--- config.mk ---
export PLATFORM = sky130hd
export DESIGN_NAME = instr_buffer
export DESIGN_NICKNAME = d
export VERILOG_FILES = /design/src/rtl/instr_buffer_pkg.sv /design/src/rtl/instr_buffer_ptr_ctrl.sv /design/src/rtl/instr_buffer.sv
export SDC_FILE = /design/constraint.sdc
export NUM_CORES = 2
export LEC_CHECK = 0
export CAP_MARGIN = 0
export CORE_ASPECT_RATIO = 0.9
export CORE_MARGIN = 5
export CORE_UTILIZATION = 30
export DETAILED_ROUTE_END_ITERATION = 8
export HOLD_SLACK_MARGIN = 0.06
export PLACE_DENSITY = 0.43
export SYNTH_ARGS = -nofsm -noshare
export SYNTH_HDL_FRONTEND = slang
export SYNTH_SLANG_ARGS = --single-unit
--- constraint.sdc ---
create_clock -name clk -period 7.2 [get_ports clk]
set_input_delay 1.08 -clock clk [delete_from_list [all_inputs] [get_ports clk]]
set_output_delay 1.08 -clock clk [all_outputs]
set_load 0.03 [all_outputs]
--- src/rtl/instr_buffer_pkg.sv ---
// ---------------------------------------------------------------------------
// instr_buffer_pkg
//   Shared constants and types for the IF1 -> decode instruction buffer.
//   Holds the buffer geometry (depth, entry width, push/pop widths), the
//   field offsets of a packed entry {pc_valid, pc_is_jump, pc, inst}, and
//   a small helper that turns the decoder's pop request into a legal amount.
// ---------------------------------------------------------------------------
package instr_buffer_pkg;

    localparam int IB_WIDTH_LOG2  = 4;
    localparam int IB_DATA_BUS_WD = 66;
    localparam int DEPTH          = 1 << IB_WIDTH_LOG2;
    localparam int PUSH_W         = 4;
    localparam int POP_W          = 2;

    // Field offsets inside one packed entry
    localparam int INST_LSB  = 0;
    localparam int PC_LSB    = 32;
    localparam int JUMP_BIT  = 64;
    localparam int VALID_BIT = 65;

    typedef logic [IB_WIDTH_LOG2-1:0]  ib_ptr_t;
    typedef logic [IB_WIDTH_LOG2:0]    ib_cnt_t;
    typedef logic [IB_DATA_BUS_WD-1:0] ib_entry_t;

    // The decoder can retire at most two entries; an encoded 3 is treated as 2.
    function automatic logic [1:0] clampPop(input logic [1:0] popNum);
        return (popNum == 2'd3) ? 2'd2 : popNum;
    endfunction

endpackage

--- src/rtl/instr_buffer_ptr_ctrl.sv ---
// ---------------------------------------------------------------------------
// instr_buffer_ptr_ctrl
//   Head/tail/count bookkeeping for the instruction buffer.
//   Ports:
//     clk, rst, flush_IB : clock, synchronous reset and flush (both clear)
//     i_pushNum          : lanes offered by IF1 this cycle (0..4, >4 dropped)
//     i_popNum           : entries the decoder consumes (0..2, 3 means 2)
//     o_head, o_tail     : read / write pointers, wrapping mod DEPTH
//     o_count            : current occupancy, 0..DEPTH
//     o_pushWrEn         : the whole push is accepted and storage may be written
// ---------------------------------------------------------------------------
module instr_buffer_ptr_ctrl
    import instr_buffer_pkg::*;
(
    input  logic       clk,
    input  logic       rst,
    input  logic       flush_IB,
    input  logic [2:0] i_pushNum,
    input  logic [1:0] i_popNum,
    output ib_ptr_t    o_head,
    output ib_ptr_t    o_tail,
    output ib_cnt_t    o_count,
    output logic       o_pushWrEn
);

    ib_ptr_t    r_head;
    ib_ptr_t    r_tail;
    ib_cnt_t    r_count;

    logic       w_clear;
    ib_cnt_t    w_free;
    logic       w_pushOk;
    logic [2:0] w_pushAmt;
    logic [1:0] w_popReq;
    logic [1:0] w_popAmt;

    // Free space is measured before this cycle's pop, so an accepted push can
    // never land on a slot that is still being read out this cycle.
    always_comb begin
        w_clear   = rst | flush_IB;
        w_free    = ib_cnt_t'(DEPTH) - r_count;
        w_pushOk  = (i_pushNum <= 3'd4) && (ib_cnt_t'(i_pushNum) <= w_free);
        w_pushAmt = w_pushOk ? i_pushNum : 3'd0;
        w_popReq  = clampPop(i_popNum);
        // count is below 2 whenever it is smaller than the request, so its
        // low two bits are the whole value there
        w_popAmt  = (ib_cnt_t'(w_popReq) > r_count) ? r_count[1:0] : w_popReq;
    end

    always_ff @(posedge clk) begin
        if (w_clear) begin
            r_head  <= '0;
            r_tail  <= '0;
            r_count <= '0;
        end else begin
            r_head  <= r_head + ib_ptr_t'(w_popAmt);
            r_tail  <= r_tail + ib_ptr_t'(w_pushAmt);
            r_count <= r_count + ib_cnt_t'(w_pushAmt) - ib_cnt_t'(w_popAmt);
        end
    end

    assign o_head     = r_head;
    assign o_tail     = r_tail;
    assign o_count    = r_count;
    assign o_pushWrEn = w_pushOk & ~w_clear;

endmodule

--- src/rtl/instr_buffer.sv ---
// ---------------------------------------------------------------------------
// instr_buffer
//   Circular instruction queue between IF1 and a dual-issue decoder.
//   Ports:
//     clk, rst       : clock, synchronous active-high reset
//     flush_IB       : discard all contents (same effect as reset)
//     if1_to_ib      : up to four packed entries, lane 0 oldest
//     push_num       : number of valid push lanes
//     can_push_size  : occupancy count reported back to IF1
//     ib_to_id       : two oldest entries, lane 0 = head
//     ib_valid       : ib_valid[i] set when more than i entries are held
//     pop_num        : entries consumed by decode this cycle
// ---------------------------------------------------------------------------
module instr_buffer
    import instr_buffer_pkg::*;
(
    input  logic                                 clk,
    input  logic                                 rst,
    input  logic                                 flush_IB,
    input  logic [PUSH_W-1:0][IB_DATA_BUS_WD-1:0] if1_to_ib,
    input  logic [2:0]                           push_num,
    output logic [IB_WIDTH_LOG2:0]               can_push_size,
    output logic [POP_W-1:0][IB_DATA_BUS_WD-1:0]  ib_to_id,
    output logic [POP_W-1:0]                     ib_valid,
    input  logic [1:0]                           pop_num
);

    ib_entry_t r_mem [DEPTH];

    ib_ptr_t   w_head;
    ib_ptr_t   w_tail;
    ib_cnt_t   w_count;
    logic      w_pushWrEn;

    instr_buffer_ptr_ctrl u_ptrCtrl (
        .clk        (clk),
        .rst        (rst),
        .flush_IB   (flush_IB),
        .i_pushNum  (push_num),
        .i_popNum   (pop_num),
        .o_head     (w_head),
        .o_tail     (w_tail),
        .o_count    (w_count),
        .o_pushWrEn (w_pushWrEn)
    );

    // Storage is never cleared; validity is tracked purely by count.
    always_ff @(posedge clk) begin
        for (int k = 0; k < PUSH_W; k++) begin
            if (w_pushWrEn && (3'(k) < push_num)) begin
                r_mem[w_tail + ib_ptr_t'(k)] <= if1_to_ib[k];
            end
        end
    end

    // Reads come straight from storage with no write bypass, giving a
    // one-cycle push-to-visible latency.
    always_comb begin
        ib_to_id[0]   = r_mem[w_head];
        ib_to_id[1]   = r_mem[w_head + ib_ptr_t'(1)];
        ib_valid[0]   = (w_count > ib_cnt_t'(0));
        ib_valid[1]   = (w_count > ib_cnt_t'(1));
        can_push_size = w_count;
    end

endmodule

==> results.tsv <==
stage	metric	value	unit
run_status	status	finished clean	
clocking	clk_lat worst skew	870	ps
floorplan	core area	261000	um2
synth	Net Count, Synth	8118	
clocking	clk sinks	1069	
sta	Fin Setup TNS	0	ps
global_route	first-pass GRT wire length	636000	um
detailed_routing	DR WL/cell	42.6	um
sta	crit share post-route	0.848	
finish	P&R area growth vs syn	14.8	%
critical_path	data arrival time of the critical path	5030	ps
critical_path	CP startpoint kind	flop	
sta	Peak Freq	0.164	GHz
floorplan	IO Pins	411	
sta	RSZ-0062 raised after global routing	no	
sta	hold slack	937	ps
critical_path	CP endpoint kind	output port	
placed_design	HPWL after DPL	263000	um
floorplan	row cnt	178	
power	Leak	0.0306	uW
hold_path	hold path start	u_ptrCtrl.o_head[3]$_SDFF_PP0_	
synth	Ys Warns	0	
synth	Synth Area per Inst	10.1	um2
sta	fin crit period	6110	ps
detailed_routing	initial DRC count	13771	
synth	Post-synth EDFFs	1056	
critical_path	Setup crit start	u_ptrCtrl.o_head[1]$_SDFF_PP0_	
synth	Syn Inst Count	7818	
sta	clk_skew	78.8	ps
critical_path	RR Startpoint	u_ptrCtrl.o_count[1]$_SDFF_PP0_	
power	power per cell area	228	nW/um2
synth	Async SR Flop Fraction	0	
finish	layout cells sized above 1	0.143	
global_route	global route overflow	0	
clocking	clk buf depth	4	
detailed_routing	DR pass1 iterations	9	
detailed_routing	DR vias	77485	
clocking	post-cts hold buffer count	0	
detailed_routing	drt total wl	475000	um
synth	Post-Syn Area	78700	um2
power	VDD IR-drop max	0.219	mV
critical_path	CP Max Fanout	41	
critical_path	crit path buf inv count	3	
global_route	initial antenna violation count	76	
global_route	Total GRT Usage	0.333	
detailed_routing	DRT antenna net count	0	
critical_path	worst-path cell chain	buf_4 > nand2b_2 > buf_4 > o21ai_0 > a21oi_1 > o21ai_0 > nand2_1 > clkdlybuf4s50_1	
synth	share of the yosys chip area belonging to registers	0.406	
flow_run	Max-Cap Viols	0	
power	total power	20600	uW
critical_path	crit-path max cell delay	780	ps
placed_design	placed cell area	85800	um2
clocking	CTS Buf Count	148	
clocking	H-tree levels	4	
sta	Final Hold Vio Count	0	
critical_path	critical path required time	6120	ps
hold_path	HP Class	flop to flop	
sta	max-slew violations	0	
clocking	Reg clk slew, reported paths	60	ps
sta	slew margin rel.	0.0645	
sta	endpoints failing setup	0	
clocking	buffers inserted by post-CTS timing repair	0	
detailed_routing	DRC violations left	0	
finish	cell area after layout	90400	um2
detailed_routing	via density per instance	6.95	
placed_design	count of input and output buffers	410	
critical_path	Crit Path Class	flop to output port	
global_route	pin count of the biggest net entering global routing	131	
floorplan	Die ar.	273000	um2
floorplan	Initial Util	0.301	
clocking	PostCTS Resize Cnt	0	
finish	Final nets	7795	
synth	distinct cell type count after synthesis	60	
synth	FF+latch count, synth	1069	
finish	final core occ	0.346	
floorplan	die height	496	um
floorplan	Horiz. Die Dim	550	um
critical_path	delay-heaviest family, CP	buffers and inverters	
global_route	number of global-route vias before repair	72328	
clocking	Clock Tree Root	clkbuf_16	
placed_design	placer's final routability congestion estimate	0.914	
clocking	CTS tree	built	
critical_path	crit path max-delay cell type	nand2b_2	
synth	Post-synth top flop	edfxtp_1	
sta	Worst-Margin Slew	1400	ps
==> worst min-delay path, cell delays in order (launching register included) <==
cell,delay [ps]
dfxtp_4,600
xnor2_1,270
nor2_1,30
==> worst paths after layout <==
| check | end | slack, ps | depth (start not counted) |
|---|---|---|---|
| max | ib_to_id[50] | 1090 | 8 |
| min | u_ptrCtrl.o_head[3]$_SDFF_PP0_ | 940 | 2 |
| max reg2reg | r_mem[11][38]$_DFFE_PP_ | 1770 | 12 |
| min reg2reg | u_ptrCtrl.o_head[3]$_SDFF_PP0_ | 940 | 2 |
==> cell usage in the layout, fill, tap and decap left out, types with 7 or more instances in the layout <==
| cell | instances |
|---|---|
| clkbuf_16 | 151 |
| nor2_1 | 53 |
| mux4_2 | 462 |
| inv_1 | 17 |
| mux2_2 | 66 |
| o221a_2 | 32 |
| nand3_1 | 35 |
| a21oi_1 | 590 |
| ha_1 | 23 |
| a211oi_1 | 104 |
| o21ai_0 | 1035 |
| nand3_4 | 11 |
| a22oi_1 | 67 |
| o2bb2ai_1 | 56 |
| diode_2 | 49 |
| o22ai_1 | 496 |
| nand2_4 | 19 |
| and2_1 | 75 |
| nor2b_1 | 73 |
| bufinv_16 | 8 |
| a221oi_1 | 330 |
| clkbuf_1 | 30 |
| nand2b_1 | 7 |
| nand2_1 | 1010 |
| o211ai_1 | 10 |
| o21ai_1 | 101 |
| and2_4 | 8 |
| buf_4 | 199 |
| dfxtp_1 | 9 |
| nor2_4 | 12 |
| clkdlybuf4s50_1 | 410 |
| clkinv_1 | 37 |
| clkinv_2 | 13 |
| o2111ai_4 | 9 |
| mux2i_1 | 660 |
| buf_12 | 34 |
| and3_1 | 181 |
| edfxtp_1 | 1056 |
==> metal layers <==
| layer | vias to the layer above | track usage | routed length [um] | part of all wire |
|---|---|---|---|---|
| li1 | 29891 | - | - | - |
| met1 | 38923 | 0.450 | 185000 | 0.39 |
| met2 | 7188 | 0.467 | 194000 | 0.41 |
| met5 | - | 0.00884 | 420 | 0.00088 |
| met3 | 1454 | 0.115 | 67300 | 0.14 |
| met4 | 29 | 0.177 | 28000 | 0.059 |
==> flip-flops by register name, indices dropped and copies added (netlist names) <==
signal / count
u_ptrCtrl.o_head: 4
u_ptrCtrl.o_tail: 4
u_ptrCtrl.o_count: 5
r_mem: 1056
==> stage by stage <==
stage               setup slack, ps  std cells
floorplan                       927       7818
global placement               1150      10855
detailed placement             1120      10855
CTS                            1170      11104
global route                   1070      11134
finish                         1090      11153
==> layout make-up <==
class / count / area, um2
clock inverter: 67 / 534
tap: 3510 / 4390
antenna: 49 / 123
fill: 25780 / 171000
multi-input combinational: 5616 / 43100
sequential: 1069 / 32000
inverter: 17 / 63.8
timing repair buffer: 643 / 6280
clock buffer: 182 / 3910
==> synthesized netlist by cell type, types with 3 or more instances <==
library cell,number,share of area
o2111a_1,3,0.00043
a211oi_2,3,0.00048
nand2_1,1030,0.049
dfxtp_1,13,0.0033
and3_1,181,0.014
a221oi_1,330,0.037
mux2_2,66,0.0094
o2bb2ai_1,56,0.0062
o22ai_1,496,0.039
o21ai_1,104,0.0066
nor2_1,65,0.0031
a21o_1,4,0.00038
nand3_1,46,0.0029
buf_2,122,0.0078
a211oi_1,105,0.010
nor3_1,7,0.00045
ha_1,24,0.0038
o21ai_0,1037,0.066
or3_1,4,0.00032
xnor2_1,8,0.00089
nor2b_1,74,0.0059
o2111ai_1,11,0.0012
a22oi_1,67,0.0064
nor4_1,6,0.00048
buf_1,161,0.0077
nand2b_1,10,0.00080
nand4_1,6,0.00048
and2_1,84,0.0067
mux4_2,462,0.13
fa_1,4,0.0010
clkbuf_1,821,0.039
a21oi_1,590,0.038
o211ai_1,10,0.00095
inv_1,17,0.00081
edfxtp_1,1056,0.40
xor2_1,7,0.00078
buf_4,10,0.00095
o221a_2,32,0.0046
mux2i_1,660,0.084
==> power by group <==
group          switching, uW  internal, uW  total (uW)
combinational           3710          2430        6140
sequential               134          7030        7170
clock                   3150          4110        7260
==> kinds of logic (layout without fill, tap and decap cells) <==
logic type	after synthesis	after routing	share of synthesized area
adders and majority gates	28	28	0.00483
and+or+nand+nor	1525	1525	0.0860
AOI/OAI and AO/OA	2859	2859	0.219
DFF	1069	1069	0.406
muxes	1188	1188	0.226
buffers and inverters	1133	909	0.0567
other	0	49	0
xor gates and xnor gates	16	16	0.00188
Power figures use the tool's default switching activity.
